--- src/rtl/bsram_fifo_ctrl_pkg.sv ---
// Shared constants for the BSRAM-backed FIFO controller: the primitive's port widths
// and the depth of the output buffer that absorbs the BSRAM read latency.
package bsram_fifo_ctrl_pkg;

    localparam int BSRAM_ADDR_W = 14;
    localparam int BSRAM_DATA_W = 18;

    // Two spare slots beyond the read pipeline let issue run back-to-back while the consumer pops.
    function automatic int out_depth(input int rd_latency);
        return rd_latency + 2;
    endfunction

endpackage

--- src/rtl/fifo_skid_buf.sv ---
// Small circular output buffer that receives words returning from the BSRAM read
// pipeline and presents the head entry to the consumer.
module fifo_skid_buf #(
    parameter int  DATA_W    = 18,
    parameter int  OUT_DEPTH = 4,
    localparam int CNT_W     = $clog2(OUT_DEPTH + 1)
) (
    input  logic              clk_i,
    input  logic              rst_i,
    input  logic              push_i,
    input  logic [DATA_W-1:0] push_data_i,
    input  logic              pop_i,
    output logic              valid_o,
    output logic [DATA_W-1:0] data_o,
    output logic [CNT_W-1:0]  count_o
);

    localparam int PTR_W = (OUT_DEPTH > 1) ? $clog2(OUT_DEPTH) : 1;

    logic [DATA_W-1:0] mem_q [OUT_DEPTH];
    logic [PTR_W-1:0]  wr_ptr_q, wr_ptr_d;
    logic [PTR_W-1:0]  rd_ptr_q, rd_ptr_d;
    logic [CNT_W-1:0]  cnt_q, cnt_d;
    logic              do_push, do_pop;

    function automatic logic [PTR_W-1:0] ptr_inc(input logic [PTR_W-1:0] p);
        return (p == PTR_W'(OUT_DEPTH - 1)) ? '0 : p + PTR_W'(1);
    endfunction

    always_comb begin
        do_push  = push_i && (cnt_q != CNT_W'(OUT_DEPTH));
        do_pop   = pop_i && (cnt_q != '0);
        wr_ptr_d = do_push ? ptr_inc(wr_ptr_q) : wr_ptr_q;
        rd_ptr_d = do_pop ? ptr_inc(rd_ptr_q) : rd_ptr_q;
        cnt_d    = cnt_q + CNT_W'(do_push) - CNT_W'(do_pop);
    end

    always_ff @(posedge clk_i) begin
        if (rst_i) begin
            wr_ptr_q <= '0;
            rd_ptr_q <= '0;
            cnt_q    <= '0;
        end else begin
            wr_ptr_q <= wr_ptr_d;
            rd_ptr_q <= rd_ptr_d;
            cnt_q    <= cnt_d;
        end
    end

    always_ff @(posedge clk_i) begin
        if (do_push) begin
            mem_q[wr_ptr_q] <= push_data_i;
        end
    end

    assign valid_o = (cnt_q != '0);
    assign data_o  = mem_q[rd_ptr_q];
    assign count_o = cnt_q;

    // The issue-side credit check must make a returning word into a full buffer impossible.
    a_no_overflow: assert property (@(posedge clk_i) disable iff (rst_i)
        !(push_i && (cnt_q == CNT_W'(OUT_DEPTH))));

endmodule

--- src/rtl/bsram_fifo_ctrl.sv ---
// Single-clock FIFO controller over an external dual-port BSRAM: port A writes, port B
// reads ahead into a small output buffer sized to hide the BSRAM read latency.
module bsram_fifo_ctrl
    import bsram_fifo_ctrl_pkg::*;
#(
    parameter int DEPTH      = 1024,
    parameter int DATA_W     = 18,
    parameter int RD_LATENCY = 2
) (
    input  logic                    clk_i,
    input  logic                    rst_i,
    input  logic                    wr_valid_i,
    output logic                    wr_ready_o,
    input  logic [DATA_W-1:0]       wr_data_i,
    output logic                    rd_valid_o,
    input  logic                    rd_ready_i,
    output logic [DATA_W-1:0]       rd_data_o,
    output logic [$clog2(DEPTH):0]  count_o,
    output logic                    full_o,
    output logic                    empty_o,
    output logic [BSRAM_ADDR_W-1:0] bram_ada_o,
    output logic [BSRAM_DATA_W-1:0] bram_dia_o,
    output logic                    bram_wrea_o,
    output logic                    bram_cea_o,
    output logic                    bram_ocea_o,
    output logic [BSRAM_ADDR_W-1:0] bram_adb_o,
    output logic                    bram_ceb_o,
    output logic                    bram_oceb_o,
    output logic                    bram_wreb_o,
    input  logic [BSRAM_DATA_W-1:0] bram_dob_i,
    output logic                    bram_reset_o
);

    localparam int PTR_W     = $clog2(DEPTH);
    localparam int CNT_W     = PTR_W + 1;
    localparam int OUT_DEPTH = out_depth(RD_LATENCY);
    localparam int TAG_LEN   = RD_LATENCY + 1;
    localparam int IF_W      = $clog2(TAG_LEN + 1);
    localparam int OCNT_W    = $clog2(OUT_DEPTH + 1);
    localparam int CRED_W    = OCNT_W + IF_W + 1;

    logic [PTR_W-1:0]   wr_ptr_q, wr_ptr_d;
    logic [PTR_W-1:0]   rd_ptr_q, rd_ptr_d;
    logic [CNT_W-1:0]   mem_cnt_q, mem_cnt_d;
    logic [TAG_LEN-1:0] tag_q, tag_d;
    logic [IF_W-1:0]    inflight;
    logic [OCNT_W-1:0]  out_cnt;
    logic [CNT_W-1:0]   total;
    logic               full_int;
    logic               wr_fire, issue, capture, pop;
    logic               buf_valid;
    logic [DATA_W-1:0]  buf_data;

    always_comb begin
        inflight = '0;
        for (int i = 0; i < TAG_LEN; i++) begin
            inflight = inflight + IF_W'(tag_q[i]);
        end
    end

    // Full counts every word held anywhere, so count_o never exceeds DEPTH.
    assign total      = mem_cnt_q + CNT_W'(inflight) + CNT_W'(out_cnt);
    assign full_int   = (total == CNT_W'(DEPTH));
    assign wr_ready_o = !rst_i && !full_int;
    assign wr_fire    = wr_valid_i && wr_ready_o;
    assign pop        = rd_valid_o && rd_ready_i;

    // A pop this cycle frees one slot before any newly issued word can return.
    assign issue = !rst_i && (mem_cnt_q != '0) &&
                   ((CRED_W'(out_cnt) + CRED_W'(inflight)) < (CRED_W'(OUT_DEPTH) + CRED_W'(pop)));
    assign capture = !rst_i && tag_q[TAG_LEN-1];

    always_comb begin
        wr_ptr_d  = wr_fire ? wr_ptr_q + PTR_W'(1) : wr_ptr_q;
        rd_ptr_d  = issue ? rd_ptr_q + PTR_W'(1) : rd_ptr_q;
        mem_cnt_d = mem_cnt_q + CNT_W'(wr_fire) - CNT_W'(issue);
        tag_d     = {tag_q[TAG_LEN-2:0], issue};
    end

    always_ff @(posedge clk_i) begin
        if (rst_i) begin
            wr_ptr_q  <= '0;
            rd_ptr_q  <= '0;
            mem_cnt_q <= '0;
            tag_q     <= '0;
        end else begin
            wr_ptr_q  <= wr_ptr_d;
            rd_ptr_q  <= rd_ptr_d;
            mem_cnt_q <= mem_cnt_d;
            tag_q     <= tag_d;
        end
    end

    fifo_skid_buf #(
        .DATA_W    (DATA_W),
        .OUT_DEPTH (OUT_DEPTH)
    ) u_skid (
        .clk_i       (clk_i),
        .rst_i       (rst_i),
        .push_i      (capture),
        .push_data_i (bram_dob_i[DATA_W-1:0]),
        .pop_i       (pop),
        .valid_o     (buf_valid),
        .data_o      (buf_data),
        .count_o     (out_cnt)
    );

    assign rd_valid_o   = !rst_i && buf_valid;
    assign rd_data_o    = rd_valid_o ? buf_data : '0;
    assign count_o      = rst_i ? '0 : total;
    assign full_o       = !rst_i && full_int;
    assign empty_o      = rst_i || (total == '0);

    assign bram_ada_o   = BSRAM_ADDR_W'(wr_ptr_q);
    assign bram_dia_o   = BSRAM_DATA_W'(wr_data_i);
    assign bram_wrea_o  = wr_fire;
    assign bram_cea_o   = !rst_i;
    assign bram_ocea_o  = 1'b0;
    assign bram_adb_o   = BSRAM_ADDR_W'(rd_ptr_q);
    assign bram_ceb_o   = issue;
    assign bram_oceb_o  = issue;
    assign bram_wreb_o  = 1'b0;
    assign bram_reset_o = rst_i;

endmodule
--- config.mk ---
export PLATFORM = sky130hd
export DESIGN_NAME = bsram_fifo_ctrl
export DESIGN_NICKNAME = d
export VERILOG_FILES = /design/src/rtl/bsram_fifo_ctrl_pkg.sv /design/src/rtl/fifo_skid_buf.sv /design/src/rtl/bsram_fifo_ctrl.sv
export SDC_FILE = /design/constraint.sdc
export NUM_CORES = 1
export LEC_CHECK = 0
export ABC_AREA = 1
export BUFFER_PORTS_ARGS = -buffer_cell sky130_fd_sc_hd__buf_2
export CORE_UTILIZATION = 50
export DETAILED_ROUTE_END_ITERATION = 12
export GPL_TIMING_DRIVEN = 0
export PLACE_DENSITY = 0.79
export SYNTH_ARGS = -nofsm -noshare
export SYNTH_HDL_FRONTEND = slang
export SYNTH_SLANG_ARGS = --single-unit
--- constraint.sdc ---
create_clock -name clk_i -period 3.8 [get_ports clk_i]
set_input_delay 0.19 -clock clk_i [delete_from_list [all_inputs] [get_ports clk_i]]
set_output_delay 0.19 -clock clk_i [all_outputs]
set_load 0.005 [all_outputs]
; Word-level counts from Yosys, hierarchy flattened
; Memories as Yosys holds them, arrays and structs flattened. A register that Yosys moved wholly into a read port is not among the register bits.
; Cells that the tools add are included.
[totals]
out_inout_bits = 86
ram_bits = 72
in_bits = 40
reg_bits = 41
elab_cells = 51
n_memories = 1
[op_classes]
eq_ne = 4
muxes = 8
n_lt_le_gt_ge = 1
reduce_logical = 16
n_addsub = 14
[memory_table]
columns = name, depth, word_bits, read_ports, rd_clocked_by_memory_dff, write_ports, line
row1 = u_skid.mem_q, 4, 18, 1, 1, 1, fifo_skid_buf.sv:20  ; logic [DATA_W-1:0] mem_q [OUT_DEPTH];
[ops]
columns = operator, n
row1 = $add A10 B1 Y10 const B, 2
row2 = $mux W18, 1
row3 = $add A11 B1 Y11, 1
row4 = $add A11 B2 Y11, 1
row5 = $add A11 B3 Y11, 1
row6 = $eq A11 B11 Y1 const B, 1
row7 = $logic_not A11 Y1, 1
row8 = $mux W11, 1
row9 = $reduce_bool A11 Y1, 1
row10 = $sub A11 B1 Y11, 1
row11 = $logic_and A1 B1 Y1, 10
row12 = $mux W2, 4
row13 = $add A2 B1 Y2 const B, 2
row14 = $add A3 B1 Y4 const A, 1
row15 = $add A3 B2 Y4, 1
row16 = $eq A2 B2 Y1 const B, 2
row17 = $lt A4 B4 Y1, 1
row18 = $add A3 B1 Y3, 1
row19 = $ne A3 B3 Y1 const B, 1
row20 = $reduce_bool A3 Y1, 1
row21 = $sub A3 B1 Y3, 1
row22 = $add A1 B1 Y2, 1
row23 = $add A2 B1 Y2, 1
row24 = $logic_not A1 Y1, 2
row25 = other kinds (2), 3

; Depth between registers and ports, before layout
[logic_depth]
ltp_word = 10
mapped_depth = 26
mapped_depth_nobuf = 26

; Modules after synthesis
; Synthesis repeated with hierarchy kept, for this count alone.
[unflattened]
hier_cells = 699
hier_area_um2 = 6316.1
[modules_own_cells]
columns = mod, cells_each, seq_area_each_um2, area_per_inst_um2, instances
row1 = fifo_skid_buf, 236, 2342.2, 3244.4, 1
row2 = bsram_fifo_ctrl, 463, 680.7, 3071.7, 1

; Worst setup path after synthesis
; No wires, ideal clock.
[synth_timing]
path_type = register to register
startpoint = register tag_q[0]
endpoint = register mem_cnt_q[8]
setup_slack_ns = -0.243
n_path_buf = 0
t_arrival_ns = 3.921
stages_incl_launch_ff = 26
cell_sequence = dfxtp_1 > fa_1 > inv_1 > fa_1 > inv_1 > ha_1 > fa_1 > nand3_1 > nand2_1 > nand3_1 > nand2_1 > inv_1 > nand2_1 > nor2_4 > nand2_1 > nand3_2 > inv_1 > ha_1 > inv_1 > fa_1 > nor3_1 > nor2_1 > o21ai_0 > a21oi_1 > o21ai_0 > a21oi_1
[synth_between]
elab_chain_cells = 10
elab_cells_between_ends = 13
cone_classes = add/sub (7) / order compare (1) / eq/ne (1) / reduce/logical (4)
[synth_lines]
columns = item, line
row1 = from (decl), bsram_fifo_ctrl.sv:45  ; logic [TAG_LEN-1:0] tag_q, tag_d;
row2 = from (signal assigned), bsram_fifo_ctrl.sv:90  ; tag_q <= tag_d;
row3 = $add A1 B1 Y2, bsram_fifo_ctrl.sv:57  ; inflight = inflight + IF_W'(tag_q[i]);
row4 = $add A2 B1 Y2, bsram_fifo_ctrl.sv:57
row5 = $add A11 B2 Y11, bsram_fifo_ctrl.sv:62  ; assign total = mem_cnt_q + CNT_W'(inflight) + CNT_W'(out_cnt);
row6 = $add A11 B3 Y11, bsram_fifo_ctrl.sv:62
row7 = $eq A11 B11 Y1, bsram_fifo_ctrl.sv:63  ; assign full_int = (total == CNT_W'(DEPTH));
row8 = $logic_not A1 Y1, bsram_fifo_ctrl.sv:64  ; assign wr_ready_o = !rst_i && !full_int;
row9 = $logic_and A1 B1 Y1, bsram_fifo_ctrl.sv:64
row10 = $logic_and A1 B1 Y1, bsram_fifo_ctrl.sv:65  ; assign wr_fire = wr_valid_i && wr_ready_o;
row11 = net bram_wrea_o, bsram_fifo_ctrl.sv:23  ; output logic bram_wrea_o,
row12 = $add A11 B1 Y11, bsram_fifo_ctrl.sv:76  ; mem_cnt_d = mem_cnt_q + CNT_W'(wr_fire) - CNT_W'(issue);
row13 = $sub A11 B1 Y11, bsram_fifo_ctrl.sv:76
row14 = to (signal assigned), bsram_fifo_ctrl.sv:89  ; mem_cnt_q <= mem_cnt_d;
row15 = to (decl), bsram_fifo_ctrl.sv:44  ; logic [CNT_W-1:0] mem_cnt_q, mem_cnt_d;
; The timed path passes the listed nets, and every way through them passes these cells.
; A chain may end at the register's enable or synchronous reset.

; Worst setup path after layout
[layout_timing]
startpoint = register tag_q[2]
endpoint = output port empty_o
[layout_between]
elab_chain_cells = 5
[layout_lines]
columns = item, line
row1 = $add A2 B1 Y2, bsram_fifo_ctrl.sv:57
row2 = $add A11 B2 Y11, bsram_fifo_ctrl.sv:62
row3 = $add A11 B3 Y11, bsram_fifo_ctrl.sv:62
row4 = $logic_not A11 Y1, bsram_fifo_ctrl.sv:112  ; assign empty_o = rst_i || (total == '0);
row5 = $logic_or A1 B1 Y1, bsram_fifo_ctrl.sv:112
row6 = to (decl), bsram_fifo_ctrl.sv:20  ; output logic empty_o,
; Every way passes these cells.

==> metrics.md <==
| Metric | Value |
|---|---|
| Outcome | `finished, violations left` |
| Failing checks | `DRC, setup timing` |
| Port Buffers | `97` |
| Post-synthesis xor/xnor area fraction | `0.01582` |
| Final hold viol count | `0` |
| Final core utilization | `0.6770` |
| Post-Syn Area per Cell | `8.875 µm²` |
| Die W | `112.3 µm` |
| Number of global-route vias before repair | `4870` |
| Post-Layout Cell Count | `1004` |
| Synth Area in Compound Gates | `0.09474` |
| Placed cells | `939` |
| Slowest CP cell | `fa_2` |
| Row count | `39` |
| Cell mode on critical path | `buf_4` |
| Crit path largest cell delay | `0.60 ns` |
| IR Drop Worst-Case VDD | `513.1 µV` |
| HP Class | `in -> reg` |
| I/O pin count | `126` |
| Syn Inst Count | `686` |
| Diode count | `0` |
| Minimum clock period | `3.926 ns` |
| Worst hold margin | `0.01170 ns` |
| Tot GR Track Use | `0.2344` |
| Cell internal pwr | `3.318 mW` |
| Switching Share | `0.3850` |
| Initial Utilization | `0.5220` |
| Crit start category | `flop` |
| Fin nets | `930` |
| Multiplexer area fraction after synthesis | `0` |
| Worst path arrival time | `3.74 ns` |
| DR iter-0 viols | `376` |
| Fmax | `0.2547 GHz` |
| Core area | `11660 µm²` |
| Share of power burned in registers | `0.288` |
| Distinct cell type count after synthesis | `38` |
| Post-Synth Adder-Cell Area | `0.09494` |
| Number of synthesized register bits | `115` |
| RR Startpoint | `tag_q[2]$_SDFF_PP0_` |
| Setup TNS | `-0.3516 ns` |
| Period Utilization, post-route | `1.033` |
| Worst-path fanout max | `3` |
| Combinational power share | `0.407` |
| H-tree Lvls | `4` |
| Clk pwr share | `0.305` |
| Drt wl/cell | `14.60 µm` |
| Root Buffer | `clkbuf_16` |
| Leak Pwr | `3.530 nW` |
| CTS clock-pin slew for the worst setup and hold paths | `0.07 ns` |
| Die Area | `12620 µm²` |
| Ys Warns | `0` |
| Syn-to-layout area delta | `29.68%` |
| Final setup violation count | `3` |
| RSZ-0062 raised after global routing | `true` |
| CTS tree | `done` |
| GR Overflow Total | `0` |
| Largest net degree at the start of global routing | `17` |
| Crit-path cells | `fa_2 > inv_2 > fa_2 > inv_2 > ha_4 > fa_2 > nand3_2 > nand2_2 > nand3_1 > nand2_2 > nand3_4 > buf_4 > buf_4 > buf_4 > buf_4 > buf_4 > buf_4 > inv_4 > nand3_1 > nand2_1 > buf_2` |
| Crit Path Class | `reg -> out` |
| Final worst slack | `-0.1264 ns` |
| Synth top area share | `0.3551` |
| DRT Pass-1 Iters | `11` |
| Cell taking the most area after synthesis | `edfxtp_1` |
| Pwr/cell area | `683.4 nW/µm²` |
| Synth Area in Simple Gates | `0.1981` |
| Clk_lat worst skew | `0.41 ns` |
| Routed Wire Length | `14.66 mm` |
| Clk buf depth | `2` |
| Register area share after synthesis | `0.4965` |
| Mapped Area | `6088 µm²` |
| Switching power of the nets | `2.077 mW` |
| Initial antenna violation count | `0` |
| Drt drc | `7` |
| Data required, critical path | `3.61 ns` |
| Rel. slew slack | `0.5853` |
| Clock skew | `0.01114 ns` |
| Sink Count | `115` |
| Gpl congestion | `0.9000` |
| Max-slew violation count | `0` |
| Final ANT Viol Nets | `0` |
| Max-Cap Viols | `0` |
| Avg Vias per Cell | `5.170` |
| Crit path buf inv count | `10` |
| Worst Hold End | `u_skid.mem_q[0][6]$_DFFE_PP_` |
| Crit end category | `output pin` |
| Total CTS buffers | `17` |
| HP Start | `bram_dob_i[6]` |
| Total Power | `5.396 mW` |
| First-pass GRT wire length | `23.21 mm` |
| Largest family of logic cells by synthesized area | `simple AND/OR/NAND/NOR gates` |
| DR vias | `5191` |
| Internal reg-to-reg setup slack | `-0.11 ns` |
| HPWL after DPL | `9.362 mm` |
| Reg2reg path depth | `25` |
| Reg-to-Reg End | `mem_cnt_q[6]$_SDFF_PP0_` |
| Synth area leaders | `edfxtp_1 36%, dfxtp_1 14%, nor2_1 7.7%` |
| Die Y | `112.3 µm` |
| Actual slew at the worst max-slew pin | `0.6220 ns` |
| Worst path top cell family by delay | `adder cells` |
| Layout cells sized above 1 | `0.2938` |
| Hold depth | `1` |
==> synth_stat cells <==
library cell / n
nand3b_1: 1
clkbuf_1: 12
o21ai_0: 51
ha_1: 35
a21oi_1: 51
nand3_1: 30
nand2_2: 5
buf_1: 2
nor2_4: 1
fa_1: 7
nor4b_1: 1
o21bai_1: 2
edfxtp_1: 72
clkinv_1: 1
buf_2: 3
a31oi_1: 1
inv_2: 5
nand2_4: 1
o21a_1: 1
o31ai_1: 2
buf_6: 1
nand3_2: 6
nor2_1: 125
dfxtp_1: 43
xor2_1: 7
nand4_1: 5
a221oi_1: 1
xnor2_1: 4
nor2_2: 3
conb_1: 1
nand3_4: 1
nand2_1: 92
inv_1: 72
buf_4: 31
nor4_1: 3
o21ai_1: 1
a21oi_2: 1
nor3_1: 5
==> registers in the layout, summed over array words and instances (netlist names), named ones only <==
name,cells
mem_cnt_q,11
rd_ptr_q,10
tag_q,3
u_skid.count_o,3
u_skid.mem_q,72
u_skid.rd_ptr_q,2
u_skid.wr_ptr_q,2
wr_ptr_q,10
==> worst reg2reg max path, cell delays in order, from the launching register on <==
cell and delay, ns:
dfxtp_2 0.33, fa_2 0.60, inv_2 0.04, fa_2 0.33, inv_2 0.07, ha_4 0.13, fa_2 0.23, nand3_2 0.10
nand2_2 0.12, nand2_1 0.06, nand2_1 0.08, nand2_2 0.08, nand3_4 0.09, nor2_4 0.04, nand2_2 0.09, nand3_4 0.08
inv_4 0.08, ha_4 0.13, inv_2 0.04, fa_2 0.36, nor3_2 0.18, nor2_2 0.06, o21ai_2 0.20, buf_4 0.16
buf_6 0.09, a21oi_2 0.04
==> final cells by class <==
type | count | area [µm²]
buffer | 49 | 311.5
clock buffer | 17 | 425.4
clock inverter | 15 | 183.9
fill | 882 | 3767
inverter | 78 | 297.8
multi-input combinational | 453 | 2646
sequential | 115 | 3028
tap | 143 | 178.9
timing repair buffer | 134 | 823.3
==> routing by layer <==
metal | track usage | vias to the layer above | share of wire
li1 | - | 2553 | -
met1 | 0.2885 | 2402 | 0.42
met2 | 0.4062 | 212 | 0.50
met3 | 0.05076 | 24 | 0.064
met4 | 0.08533 | 0 | 0.015
met5 | 0 | - | 0
==> cell usage in the layout (no fill, tap or decap), types with 4 or more instances in the layout <==
master         netlist  layout
o21ai_0             51      46
dlygate4sd3_1        0      12
buf_2                3     100
xor2_1               7       7
a21oi_1             51      48
buf_4               31      51
edfxtp_1            72      72
dfxtp_1             43      39
ha_1                35      33
nand3_1             30      27
o21ai_2              0       4
fa_2                 0       4
nor3_1               5       4
clkbuf_16            0      17
dfxtp_2              0       4
nand2_2              5      10
conb_1               1      10
inv_1               72      65
a21oi_2              1       4
nand4_1              5       5
nand3_2              6       7
nor2_2               3       8
inv_6                0       6
inv_8                0       4
nor2_1             125     119
clkbuf_1            12      12
nand2_1             92      87
inv_2                5      10
==> cell families after synthesis <==
logic type | after synthesis
adders and majority gates | 42
buffers and inverters | 127
other | 1
AOI/OAI and AO/OA | 111
xor gates and xnor gates | 11
and+or+nand+nor | 279
DFF | 115
==> worst max-delay path by stage <==
stage	startpoint	endpoint	slack, ns	depth (start not counted)
2_1_floorplan	tag_q[0]$_SDFF_PP0_	mem_cnt_q[8]$_SDFF_PP0_	0.03	25
3_3_place_gp	tag_q[0]$_SDFF_PP0_	mem_cnt_q[8]$_SDFF_PP0_	-0.35	25
3_5_place_dp	tag_q[0]$_SDFF_PP0_	mem_cnt_q[8]$_SDFF_PP0_	-0.40	25
4_1_cts	tag_q[1]$_SDFF_PP0_	mem_cnt_q[7]$_SDFF_PP0_	-0.02	20
5_1_grt	tag_q[2]$_SDFF_PP0_	mem_cnt_q[8]$_SDFF_PP0_	-0.27	25
6_report	tag_q[2]$_SDFF_PP0_	empty_o	-0.13	21
==> through the flow <==
step / cell area, µm² / setup slack, ns
6_report: 7895 / -0.1264
5_1_grt: 7895 / -0.2701
4_1_cts: 7761 / -0.01794
3_5_place_dp: 6903 / -0.3996
3_3_place_gp: 6837 / -0.3535
2_1_floorplan: 6172 / 0.02988
==> power groups by stage <==
| stage | combinational, mW | clock (mW) | sequential, mW |
|---|---|---|---|
| floorplan | 1.30 | 0 | 1.55 |
| global placement | 1.75 | 0 | 1.57 |
| detailed placement | 1.80 | 0 | 1.57 |
| CTS | 1.97 | 1.66 | 1.55 |
| global route | 2.44 | 1.72 | 1.57 |
| finish | 2.20 | 1.65 | 1.55 |
==> what timing repair did <==
| item | in CTS | in global routing |
|---|---|---|
| hold buffers | 12 | 0 |
| cloned | 0 | 0 |
| setup buffers | 13 | 8 |
| endpoints found under the hold margin | 41 | 0 |
| pin swaps | 15 | 15 |
| setup endpoints to repair | 5 | 7 |
| resized for setup | 11 | 22 |
Note: power is estimated with default switching activity, not from simulation.
